==> config.mk <==
export PLATFORM = sky130hd
export DESIGN_NAME = aes_wb_regs
export DESIGN_NICKNAME = d
export VERILOG_FILES = /design/src/rtl/aes_wb_regs.sv
export SDC_FILE = /design/constraint.sdc
export NUM_CORES = 1
export LEC_CHECK = 0
export BUFFER_PORTS_ARGS = -buffer_cell sky130_fd_sc_hd__buf_2
export CAP_MARGIN = 10
export CORE_MARGIN = 2
export CORE_UTILIZATION = 25
export DETAILED_ROUTE_END_ITERATION = 10
export SLEW_MARGIN = 20
export SYNTH_ARGS = -nofsm -noshare
export SYNTH_HDL_FRONTEND = slang
export SYNTH_SLANG_ARGS = --single-unit
==> constraint.sdc <==
create_clock -name wb_clk_i -period 18.69 [get_ports wb_clk_i]
set_clock_uncertainty 0.15 [all_clocks]
set_input_delay 1.869 -clock wb_clk_i [delete_from_list [all_inputs] [get_ports wb_clk_i]]
set_output_delay 1.869 -clock wb_clk_i [all_outputs]
set_load 0.02 [all_outputs]
==> src/rtl/aes_wb_regs.sv <==
// aes_wb_regs: Wishbone B4 classic slave holding the AES control, key and
// text registers, and sequencing the start/result handshake of aes_core.
module aes_wb_regs #(
    parameter logic [31:0] BASE_ADDR  = 32'h3000_0000,
    parameter int unsigned BUSY_LIMIT = 255
) (
    input  logic         wb_clk_i,
    input  logic         wb_rst_i,
    input  logic         wbs_stb_i,
    input  logic         wbs_cyc_i,
    input  logic         wbs_we_i,
    input  logic [3:0]   wbs_sel_i,
    input  logic [31:0]  wbs_dat_i,
    input  logic [31:0]  wbs_adr_i,
    output logic         wbs_ack_o,
    output logic [31:0]  wbs_dat_o,
    output logic         core_rst_n_o,
    output logic         core_ld_o,
    output logic [127:0] core_key_o,
    output logic [127:0] core_text_o,
    input  logic         core_done_i,
    input  logic [127:0] core_text_i
);

    typedef enum logic [1:0] {
        S_IDLE = 2'd0,
        S_BUSY = 2'd1,
        S_DONE = 2'd2
    } state_t;

    state_t           state_q;
    logic             ack_q;
    logic             served_q;
    logic [31:0]      dat_q;
    logic             en_q;
    logic             start_q;
    logic             done_q;
    logic             tout_q;
    logic [3:0][31:0] key_q;
    logic [3:0][31:0] txt_q;
    logic [7:0]       cnt_q;
    logic             go_q;
    logic             ld_q;

    logic             hit;
    logic             ack_d;
    logic             wr;
    logic [7:0]       off;
    logic             is_ctrl;
    logic             is_key;
    logic             is_txt;
    logic [1:0]       key_idx;
    logic [1:0]       txt_idx;
    logic [31:0]      rdata;
    logic [31:0]      dat_d;
    logic             start_req;
    logic             disable_req;

    function automatic logic [31:0] merge(input logic [31:0] old_v,
                                          input logic [31:0] new_v,
                                          input logic [3:0]  sel);
        logic [31:0] res;
        res = old_v;
        for (int unsigned b = 0; b < 4; b++) begin
            if (sel[b]) res[8*b +: 8] = new_v[8*b +: 8];
        end
        return res;
    endfunction

    // Address decode, read mux and request qualification
    always_comb begin
        off         = wbs_adr_i[7:0];
        hit         = (wbs_adr_i[31:8] == BASE_ADDR[31:8]);
        is_ctrl     = hit && (off == 8'h00);
        is_key      = hit && (off inside {8'h04, 8'h08, 8'h0C, 8'h10});
        is_txt      = hit && (off inside {8'h14, 8'h18, 8'h1C, 8'h20});
        key_idx     = 2'((off - 8'h04) >> 2);
        txt_idx     = 2'((off - 8'h14) >> 2);
        ack_d       = wbs_stb_i & wbs_cyc_i & ~ack_q & ~served_q;
        wr          = ack_d & wbs_we_i;
        rdata       = '0;
        if (is_ctrl)     rdata = {28'd0, tout_q, done_q, start_q, en_q};
        else if (is_key) rdata = key_q[key_idx];
        else if (is_txt) rdata = txt_q[txt_idx];
        dat_d       = (ack_d & ~wbs_we_i) ? rdata : '0;
        disable_req = wr & is_ctrl & wbs_sel_i[0] & ~wbs_dat_i[0];
        start_req   = wr & is_ctrl & wbs_sel_i[0] & wbs_dat_i[0] & wbs_dat_i[1]
                      & ~start_q & (state_q != S_BUSY);
    end

    // Bus handshake: single-cycle ack, registered read data, one ack per strobe
    always_ff @(posedge wb_clk_i or posedge wb_rst_i) begin
        if (wb_rst_i) begin
            ack_q    <= 1'b0;
            served_q <= 1'b0;
            dat_q    <= '0;
        end else begin
            ack_q <= ack_d;
            dat_q <= dat_d;
            if (!wbs_stb_i)  served_q <= 1'b0;
            else if (ack_d)  served_q <= 1'b1;
        end
    end

    // Key registers, frozen while the core is running
    always_ff @(posedge wb_clk_i or posedge wb_rst_i) begin
        if (wb_rst_i) begin
            key_q <= '0;
        end else if (wr && is_key && (state_q != S_BUSY)) begin
            key_q[key_idx] <= merge(key_q[key_idx], wbs_dat_i, wbs_sel_i);
        end
    end

    // Control FSM: CTRL bits, text registers, start pulse and busy timeout
    always_ff @(posedge wb_clk_i or posedge wb_rst_i) begin
        if (wb_rst_i) begin
            state_q <= S_IDLE;
            en_q    <= 1'b0;
            start_q <= 1'b0;
            done_q  <= 1'b0;
            tout_q  <= 1'b0;
            txt_q   <= '0;
            cnt_q   <= '0;
            go_q    <= 1'b0;
            ld_q    <= 1'b0;
        end else begin
            ld_q <= go_q;
            go_q <= 1'b0;

            if (wr && is_txt && (state_q != S_BUSY)) begin
                txt_q[txt_idx] <= merge(txt_q[txt_idx], wbs_dat_i, wbs_sel_i);
            end

            // done is ignored until the ld pulse has gone out, so a level-style
            // done left over from the previous run cannot complete the new one
            if (state_q == S_BUSY) begin
                if (core_done_i && !go_q && !ld_q) begin
                    txt_q   <= core_text_i;
                    done_q  <= 1'b1;
                    state_q <= S_DONE;
                end else if (cnt_q == 8'(BUSY_LIMIT)) begin
                    tout_q  <= 1'b1;
                    state_q <= S_IDLE;
                end else begin
                    cnt_q <= cnt_q + 8'd1;
                end
            end

            if (wr && is_ctrl && wbs_sel_i[0]) begin
                en_q    <= wbs_dat_i[0];
                start_q <= wbs_dat_i[1];
            end

            if (disable_req) begin
                state_q <= S_IDLE;
                done_q  <= 1'b0;
                tout_q  <= 1'b0;
                go_q    <= 1'b0;
            end else if (start_req) begin
                state_q <= S_BUSY;
                done_q  <= 1'b0;
                tout_q  <= 1'b0;
                cnt_q   <= '0;
                go_q    <= 1'b1;
            end
        end
    end

    assign wbs_ack_o    = ack_q;
    assign wbs_dat_o    = dat_q;
    assign core_rst_n_o = en_q;
    assign core_ld_o    = ld_q;
    assign core_key_o   = key_q;
    assign core_text_o  = txt_q;

endmodule

* Yosys cells after proc, flatten, opt, wreduce, memory -nomap -nowiden *
Index checks and enable logic that the tools add are counted.

word-level totals
  bits in registers = 306
  input port bits = 202
  output and inout bits = 291
  logic and storage cells = 138

operators by class
  $add $sub $neg = 3
  magnitude comparators = 4
  equal/unequal tests = 14
  multiplexer cells = 56
  bitwise logic cells = 17
  reductions and logical operators = 25

operators by type and width
  cell                                                                           number
  128-bit two-way mux                                                            3
  128-bit bitwise mux                                                            2
  32-bit two-way mux                                                             8
  8-bit two-way mux                                                              21
  32-bit binary-select mux with 2-bit select                                     2
  32-bit demux with 2-bit select                                                 2
  8-bit by 5-bit equality test with 1-bit output (second input constant)         4
  24-bit by 22-bit equality test with 1-bit output (second input constant)       1
  8-bit by 4-bit equality test with 1-bit output (second input constant)         2
  1-bit logical AND                                                              13
  1-bit two-way mux                                                              13
  1-bit AND                                                                      12
  4-bit nonzero test                                                             3
  2-bit two-way mux                                                              5
  3-bit nonzero test                                                             3
  8-bit by 1-bit adder with 8-bit output (second input constant)                 1
  8-bit by 3-bit equality test with 1-bit output (second input constant)         1
  8-bit by 6-bit equality test with 1-bit output (second input constant)         1
  8-bit equality test (second input constant)                                    1
  8-bit zero test                                                                1
  4-bit by 3-bit subtractor with 4-bit output (second input constant)            2
  2-bit by 3-bit less-than comparator with 1-bit output (second input constant)  2
  1-bit NOT                                                                      5
  2-bit by 1-bit >= comparator with 1-bit output (second input constant)         2
  other kinds (6)                                                                9

* Logic depth before layout (Yosys ltp) *
Gate-level depths: netlist of the first run.

  depth in word-level cells = 12
  mapped depth = 14
  gate-level depth less buffers = 7

* Least setup slack after synthesis of the first run *
Ideal clock, no wire load.

  kind = input -> register
  start = in wbs_adr_i[2]
  end = reg txt_q (netlist bit core_text_o[118])
  library setup time = 0.126 ns
  data arrival time = 4.897 ns
  required time = 18.414 ns
  path slack = 13.517 ns
  stages = 13
  buffers on the path = 6
  cells stage by stage = clkbuf_1 -> buf_2 -> buf_2 -> inv_1 -> clkbuf_1 -> ha_1 -> clkbuf_1 -> buf_1 -> mux2i_1 -> o221ai_1 -> nand2_1 -> nor2_1 -> a221o_1

between the ends
  cells in the longest elaborated chain, start to end = 9
  elaborated cells between the ends (all ways) = 22
  those cells by class = add/sub: 1; order compare: 2; eq/ne: 4; mux: 10; reduce/logical: 5

RTL lines
  item                                                                                                       line      source
  start: declaration                                                                                         14        input logic [31:0] wbs_adr_i,
  4-bit by 3-bit subtractor with 4-bit output                                                                78        txt_idx = 2'((off - 8'h14) >> 2);
  2-bit by 3-bit less-than comparator with 1-bit output (implied by the code), or another cell as far along  131       txt_q[txt_idx] <= merge(txt_q[txt_idx], wbs_dat_i, wbs_sel_i);
  1-bit logical AND (implied by the code) / 32-bit two-way mux (equally long branches)                       131
  32-bit two-way mux (implied by the code) / 8-bit two-way mux (equally long branches)                       131, 65
  32-bit demux with 2-bit select / 8-bit two-way mux (equally long branches)                                 131, 130
  128-bit bitwise mux                                                                                        131
  128-bit two-way mux *                                                                                      130       if (wr && is_txt && (state_q != S_BUSY)) begin
  128-bit two-way mux                                                                                        137       if (core_done_i && !go_q && !ld_q) begin
  128-bit two-way mux *                                                                                      136       if (state_q == S_BUSY) begin
  end signal: indexed assignment                                                                             131
  end signal: assignment                                                                                     138       txt_q <= core_text_i;
  end: declaration                                                                                           40        logic [3:0][31:0] txt_q;

Every way passes the cells marked *; elsewhere a longest branch is shown, timed or not. The select of a mux whose other input is x is not followed.
A chain may end at the register's enable or synchronous reset.

* Worst setup path after layout of the first run *
  start = in wbs_adr_i[2]
  end = reg txt_q (netlist bit core_text_o[115])

Same word-level chain as after synthesis.

==> impl_summary.log, run 1 <==
INFO  metric outcome = completed
INFO  metric grt.met1_usage = 30.5%
INFO  metric layout_min_cycle_time = 5590 ps
INFO  metric core_region_area = 59200 µm²
INFO  metric static-leakage-power = 0.0103 µW
INFO  metric power.share.clock = 49.7%
INFO  metric floorplan.initialDensity = 25.4%
INFO  metric setup_total_negative_slack = 0 ps
INFO  metric globalplace.congestion = 0.923
INFO  metric clock_tree.buffer_depth = 3
INFO  metric vias = 13.4k
INFO  metric post_synthesis_register_bit_count = 306
INFO  metric drt-total-wl = 65.7 mm
INFO  metric postRouteAntennaNets = 0
INFO  metric nFillCells = 6065
INFO  metric initial_antenna_violation_count = 6
INFO  metric crit_path_start_kind = input pin
INFO  metric chipWidth = 249 µm
INFO  metric worst_setup_path_end_kind = flop
INFO  metric top_usage_layer = met1
INFO  metric p_int = 1140 µW
INFO  metric synth.net_count = 1522
INFO  metric cts_hold_buf = 0
INFO  metric global_route_wire_length_before_repair = 96.0 mm
INFO  metric final.period_utilization = 29.9%
INFO  metric global_route.usage.met3 = 4.60%
INFO  metric count_of_cell_types_in_the_netlist = 40
INFO  metric final-hold-violation-count = 0
INFO  metric ys_warn_count = 0
INFO  metric finish.net_count = 1965
INFO  metric clkSinkCount = 306
INFO  metric postCtsSetupBuffers = 0
INFO  metric synth_ff_type = dfrtp_1
INFO  metric insertion_delay = 560 ps
INFO  metric path_class = in -> reg
INFO  metric seqCellArea = 7660 µm²
INFO  metric cts_made_buffers = 38
INFO  metric grt_util_met2 = 30.0%
INFO  metric drcViolationCount = 0
INFO  metric detail_route.iter0.violations = 1235
INFO  metric final_worst_setup_slack = 13100 ps
INFO  metric grt_pass1_vias = 13.6k
INFO  metric pwr-share-seq = 43.6%
INFO  metric cts_tree = built
INFO  metric die_h = 249 µm
INFO  metric area_delta_synth_final = 29.1%
INFO  metric timing.max_cap.violations = 0
INFO  metric synth.cell_area = 15000 µm²
INFO  metric worstMarginPinSlew = 956 ps
INFO  metric grt_max_degree = 92
INFO  metric setup_violators_final = 0
INFO  metric drv_slew = 0
INFO  metric synth_area_per_cell = 11.4 µm²
INFO  metric pre_cts_slack = 12620 ps
INFO  metric max-slew-margin-rel = 36.3%
INFO  metric drt-wirelength-per-cell = 25.6 µm
INFO  metric post_synth_edffs = 0
INFO  metric grt.overflow.total = 0
INFO  metric ios = 493
INFO  metric post_dp_hpwl = 48.1 mm
INFO  metric power.switching = 380 µW
INFO  metric h-tree-depth = 2
INFO  metric io_buffer_count = 492
INFO  metric timing.fmax = 179 MHz
INFO  metric design.die.area = 62100 µm²
INFO  metric power_density = 78.5 nW/µm²
INFO  metric placementRows = 89
INFO  metric multi_input_comb_area = 6760 µm²
INFO  metric grt_setup_unrepaired = no
INFO  metric worst_setup_hold_path_clk_slew = 60 ps
INFO  metric crit_fanout = 49
INFO  metric layout-drive-gt1-share = 42.7%
INFO  metric peakVddDrop = 0.0611 mV
INFO  metric synth.yosys.seq_area_share = 51.0%
INFO  metric cp.required = 18970 ps
INFO  metric globalRouteTotalUtil = 20.6%
INFO  metric combPwrFrac = 6.7%
INFO  metric avgViaCountPerCell = 5.22
INFO  metric worstHoldPathType = reg -> reg
INFO  metric critical_path_arrival = 5870 ps
INFO  metric netSwitchingFraction = 24.9%
INFO  metric postCtsResizedCells = 0
INFO  metric clockRootBuffer = clkbuf_16
INFO  metric first_pass_iters = 6
INFO  metric asyncSetResetFlopFracSynth = 100%
INFO  metric post_synth_inst_count = 1315
==> registers in the layout (all words and copies together) (netlist names) <==
signal        flops
core_ld_o         1
wbs_dat_o        32
cnt_q             8
go_q              1
start_q           1
core_rst_n_o      1
served_q          1
tout_q            1
core_key_o      128
done_q            1
state_q           2
core_text_o     128
wbs_ack_o         1
==> routing by layer <==
metal / wire, µm / vias up / part of all wire [%]
met2: 28200 / 655 / 43
li1: - / 5756 / -
met5: 13 / - / 0.020
met4: 1690 / 2 / 2.6
met3: 4980 / 104 / 7.6
met1: 30900 / 6875 / 47
==> layout by cell type (no fill, tap or decap), types with 5 or more instances in the layout <==
| cell type | synthesis | layout |
|---|---|---|
| nand4_1 | 7 | 7 |
| clkbuf_16 | 0 | 39 |
| dfrtp_1 | 306 | 306 |
| a221o_1 | 109 | 109 |
| buf_4 | 0 | 19 |
| nand2_1 | 166 | 166 |
| clkinv_2 | 0 | 8 |
| nor2_1 | 154 | 154 |
| mux4_2 | 36 | 36 |
| nor4_1 | 6 | 6 |
| nand3_1 | 17 | 13 |
| mux2i_1 | 59 | 59 |
| o21ai_0 | 49 | 49 |
| o221ai_1 | 28 | 28 |
| a21o_1 | 22 | 22 |
| nand2b_1 | 7 | 7 |
| inv_1 | 30 | 29 |
| clkbuf_8 | 0 | 5 |
| a32oi_1 | 28 | 28 |
| clkbuf_1 | 59 | 7 |
| mux2_2 | 131 | 131 |
| buf_2 | 23 | 491 |
| diode_2 | 0 | 8 |
==> logic make-up (layout without fill, tap and decap cells) <==
| family | Yosys count | count (layout) | synth area share [%] |
|---|---|---|---|
| and+or+nand+nor | 390 | 390 | 11.1 |
| DFF | 306 | 306 | 51.0 |
| AOI/OAI and AO/OA | 247 | 247 | 13.8 |
| muxes | 226 | 226 | 19.1 |
| buffers and inverters | 138 | 609 | 4.39 |
| adders and majority gates | 5 | 5 | 0.416 |
| xor gates and xnor gates | 3 | 3 | 0.175 |
| other | 0 | 8 | 0 |
==> per-stage QoR <==
step	util, %	area [µm²]	power, µW	cells	hold WS (ps)
floorplan	-	15000	727	1315	205
CTS	32.7	19400	1540	2559	237
finish	32.8	19400	1520	2567	233
global route	32.7	19400	1580	2564	250
detailed placement	30.6	18100	779	2491	213
global placement	30.6	18100	777	2491	210
==> worst paths after layout <==
kind / startpoint / end / slack, ps / cells after the start
worst min register to register: go_q$_DFF_PP0_ / core_ld_o$_DFF_PP0_ / 230 / 0
min in group asynchronous: wb_rst_i / core_key_o[66]$_DFFE_PP0P_ / 1290 / 2
max in group asynchronous: wb_rst_i / core_text_o[125]$_DFF_PP0_ / 15670 / 3
worst max-delay path: wbs_adr_i[2] / core_text_o[115]$_DFF_PP0_ / 13100 / 9
worst min-delay path: go_q$_DFF_PP0_ / core_ld_o$_DFF_PP0_ / 230 / 0
worst max register to register: go_q$_DFF_PP0_ / core_text_o[55]$_DFF_PP0_ / 15480 / 6
==> synthesized netlist by cell type, types with 7 or more instances <==
cell type,instances,area (µm²)
mux2_2,131,1480
buf_2,23,115
o21ai_0,49,245
nand3_1,17,85.1
nand2_1,166,623
a221o_1,109,1090
buf_1,11,41.3
mux2i_1,59,591
mux4_2,36,811
a21o_1,22,165
nor2_1,154,578
dfrtp_1,306,7660
o221ai_1,28,245
clkbuf_1,59,221
buf_6,15,169
a32oi_1,28,245
inv_1,30,113
nand2b_1,7,43.8
nand4_1,7,43.8
==> power by group through the flow <==
stage          combinational, µW  clock (µW)  sequential [µW]
3_3_place_gp                 102           0              675
2_1_floorplan               51.3           0              676
4_1_cts                      103         778              663
6_report                     102         757              663
5_1_grt                      111         804              663
3_5_place_dp                 103           0              675
==> layout make-up <==
type	instances	share of cell area [%]
well taps	773	4.98
diodes	8	0.103
inverters	30	0.619
repair buffers	511	13.5
clock buffers	51	5.52
flip-flops and latches	306	39.5
multi-input cells	871	34.8
clock inverters	17	1.01
==> critical path: stages <==
cell and delay [ps]:
buf_4 480, inv_1 190, ha_4 870, buf_4 880, mux2i_1 540, o221ai_1 270
nand2_1 260, nor2_1 80, a221o_1 270
(Power assumes the default switching activity.)
==> run 2, diff against run 1 <==
- clock period: 18.69 -> 5.4 ns (I/O delays scaled with it)
==> impl_summary.log, run 2 (synthesized netlist as in run 1, its figures left out) <==
INFO  metric vias = 13.4k (+0.090%)
INFO  metric worst-r2r-cell-count = 5 (-1)
INFO  metric max-slew-margin-rel = 32.9% (-3.3 points)
INFO  metric design.die.area = 62100 µm² (unchanged)
INFO  metric crit_path_start = wbs_adr_i[2]
INFO  metric worst_setup_path_end_kind = flop
INFO  metric detailed_place.area = 18200 µm² (+0.39%)
INFO  metric area_delta_synth_final = 30.0%
INFO  metric timing.rr.end = core_text_o[84]$_DFF_PP0_
INFO  metric globalplace.congestion = 0.930 (+0.73%)
INFO  metric setup_total_negative_slack = 0 ps (unchanged)
INFO  metric detail_route.iter0.violations = 1109 (-10%)
INFO  metric worst_case_hold_slack = 53.9 ps (-179 ps)
INFO  metric drcViolationCount = 0 (unchanged)
INFO  metric crit_fanout = 33 (-33%)
INFO  metric layout-drive-gt1-share = 43.0% (+0.25 points)
INFO  metric static-leakage-power = 0.0103 µW (+0.52%)
INFO  metric outcome = completed
INFO  metric power_density = 276 nW/µm² (+250%)
INFO  metric layout_common_cells = buf_2 (491), dfrtp_1 (306), nand2_1 (166)
INFO  metric power.total = 5400 µW (+250%)
INFO  metric critical_path_arrival = 3850 ps (-2020 ps)
INFO  metric postCtsSetupBuffers = 0 (unchanged)
INFO  metric r2r_slack = 2150 ps (-13330 ps)
INFO  metric core_region_area = 59200 µm² (unchanged)
INFO  metric path_class = in -> reg
INFO  metric worstHoldPathType = in -> reg
INFO  metric cts_tree = built
INFO  metric global_route_wire_length_before_repair = 95.4 mm (-0.68%)
INFO  metric slowest_cell_delay_on_critical_path = 1020 ps (+140 ps)
INFO  metric crit_path_end = core_text_o[116]$_DFF_PP0_
INFO  metric finish.net_count = 1969 (+0.20%)
INFO  metric clock_tree.buffer_depth = 3 (unchanged)
INFO  metric post_dp_hpwl = 49.0 mm (+1.8%)
INFO  metric timing.fmax = 280 MHz
INFO  metric grt.overflow.total = 0 (unchanged)
INFO  metric cts_hold_buf = 0 (unchanged)
INFO  metric worstMarginPinSlew = 1010 ps (+50.2 ps)
INFO  metric pre_cts_slack = 1210 ps (-11410 ps)
INFO  metric crit_chain = buf_4 > inv_1 > ha_1 > nor3_1 > o31a_1 > or4_2 > and2_2 > a221o_1
INFO  metric clkSinkCount = 306 (unchanged)
INFO  metric final.period_utilization = 66.1%
INFO  metric crit_path_start_kind = input pin
INFO  metric postRouteAntennaNets = 0 (unchanged)
INFO  metric ios = 493 (unchanged)
INFO  metric final_worst_setup_slack = 1830 ps (-11270 ps)
INFO  metric first_pass_iters = 5 (-1)
INFO  metric drt-total-wl = 66.3 mm (+0.83%)
INFO  metric avgViaCountPerCell = 5.20 (-0.30%)
INFO  metric worst_setup_hold_path_clk_slew = 60 ps (about the same)
INFO  metric final_cell_area = 19500 µm² (+0.68%)
INFO  metric timing.max_cap.violations = 0 (unchanged)
INFO  metric initial_antenna_violation_count = 9 (+3)
INFO  metric cp.required = 5680 ps (-13290 ps)
INFO  metric layout_min_cycle_time = 3570 ps
INFO  metric chipWidth = 249 µm (unchanged)
INFO  metric h-tree-depth = 2 (unchanged)
INFO  metric io_buffer_count = 492 (unchanged)
INFO  metric grt_setup_unrepaired = no
INFO  metric peakVddDrop = 0.220 mV (+260%)
INFO  metric cpMaxStageDelayCell = or4_2
INFO  metric setup_violators_final = 0 (unchanged)
INFO  metric globalRouteTotalUtil = 20.6% (about the same)
INFO  metric placementRows = 89 (unchanged)
INFO  metric postCtsResizedCells = 0 (unchanged)
INFO  metric insertion_delay = 570 ps (about the same)
INFO  metric drv_slew = 0 (unchanged)
INFO  metric final-hold-violation-count = 0 (unchanged)
INFO  metric die_h = 249 µm (unchanged)
INFO  metric clockRootBuffer = clkbuf_16
INFO  metric final_common_cell = buf_2
INFO  metric cts_made_buffers = 39 (+2.6%)
INFO  metric floorplan.initialDensity = 25.4% (unchanged)
INFO  metric grt_pass1_vias = 13.4k (-1.2%)
INFO  metric regToRegStartpoint = wbs_ack_o$_DFF_PP0_
INFO  metric grt_max_degree = 154 (+67%)
INFO  metric drt-wirelength-per-cell = 25.7 µm (+0.44%)
[run 2: how the worst min path moves through the flow]
stage / from / to / slack, ps / depth (start not counted)
2_1_floorplan: go_q$_DFF_PP0_ / core_ld_o$_DFF_PP0_ / 200 / 0
3_3_place_gp: go_q$_DFF_PP0_ / core_ld_o$_DFF_PP0_ / 210 / 0
3_5_place_dp: go_q$_DFF_PP0_ / core_ld_o$_DFF_PP0_ / 210 / 0
4_1_cts: core_text_i[114] / core_text_o[114]$_DFF_PP0_ / 9 / 2
5_1_grt: core_text_i[82] / core_text_o[82]$_DFF_PP0_ / 40 / 2
6_report: core_text_i[82] / core_text_o[82]$_DFF_PP0_ / 50 / 2
[run 2: layer usage]
metal  vias to the layer above  track usage [%]  wire (µm)
met5                         -                0          0
met3                       114             5.08       5130
met1                      6868             30.0      30700
met4                         0             6.90       1950
li1                       5780                -          -
met2                       642             29.8      28500
[run 2: where the power goes]
group	total [µW]	switching, µW	internal, µW
clock	2740	1100	1640
combinational	365	244	122
sequential	2300	1.28	2300
[run 2: cell type report]
cell class,count,area [µm²]
fillers,6056,39700
flip-flops and latches,306,7660
multi-input cells,871,6760
repair buffers,514,2680
clock buffers,53,1110
well taps,773,967
clock inverters,18,214
inverters,30,116
diodes,12,30.0
[run 2: through the flow]
step,util (%),std cells
CTS,32.9,2565
floorplan,-,1315
global route,33.0,2573
detailed placement,30.7,2494
global placement,30.7,2494
finish,33.0,2577
[run 2: critical path: cells and delay by family]
family | cells | cell delay [ps]
adders and majority gates | 1 | 300
buffers and inverters | 2 | 500
and+or+nand+nor | 3 | 1740
AOI/OAI and AO/OA | 2 | 690
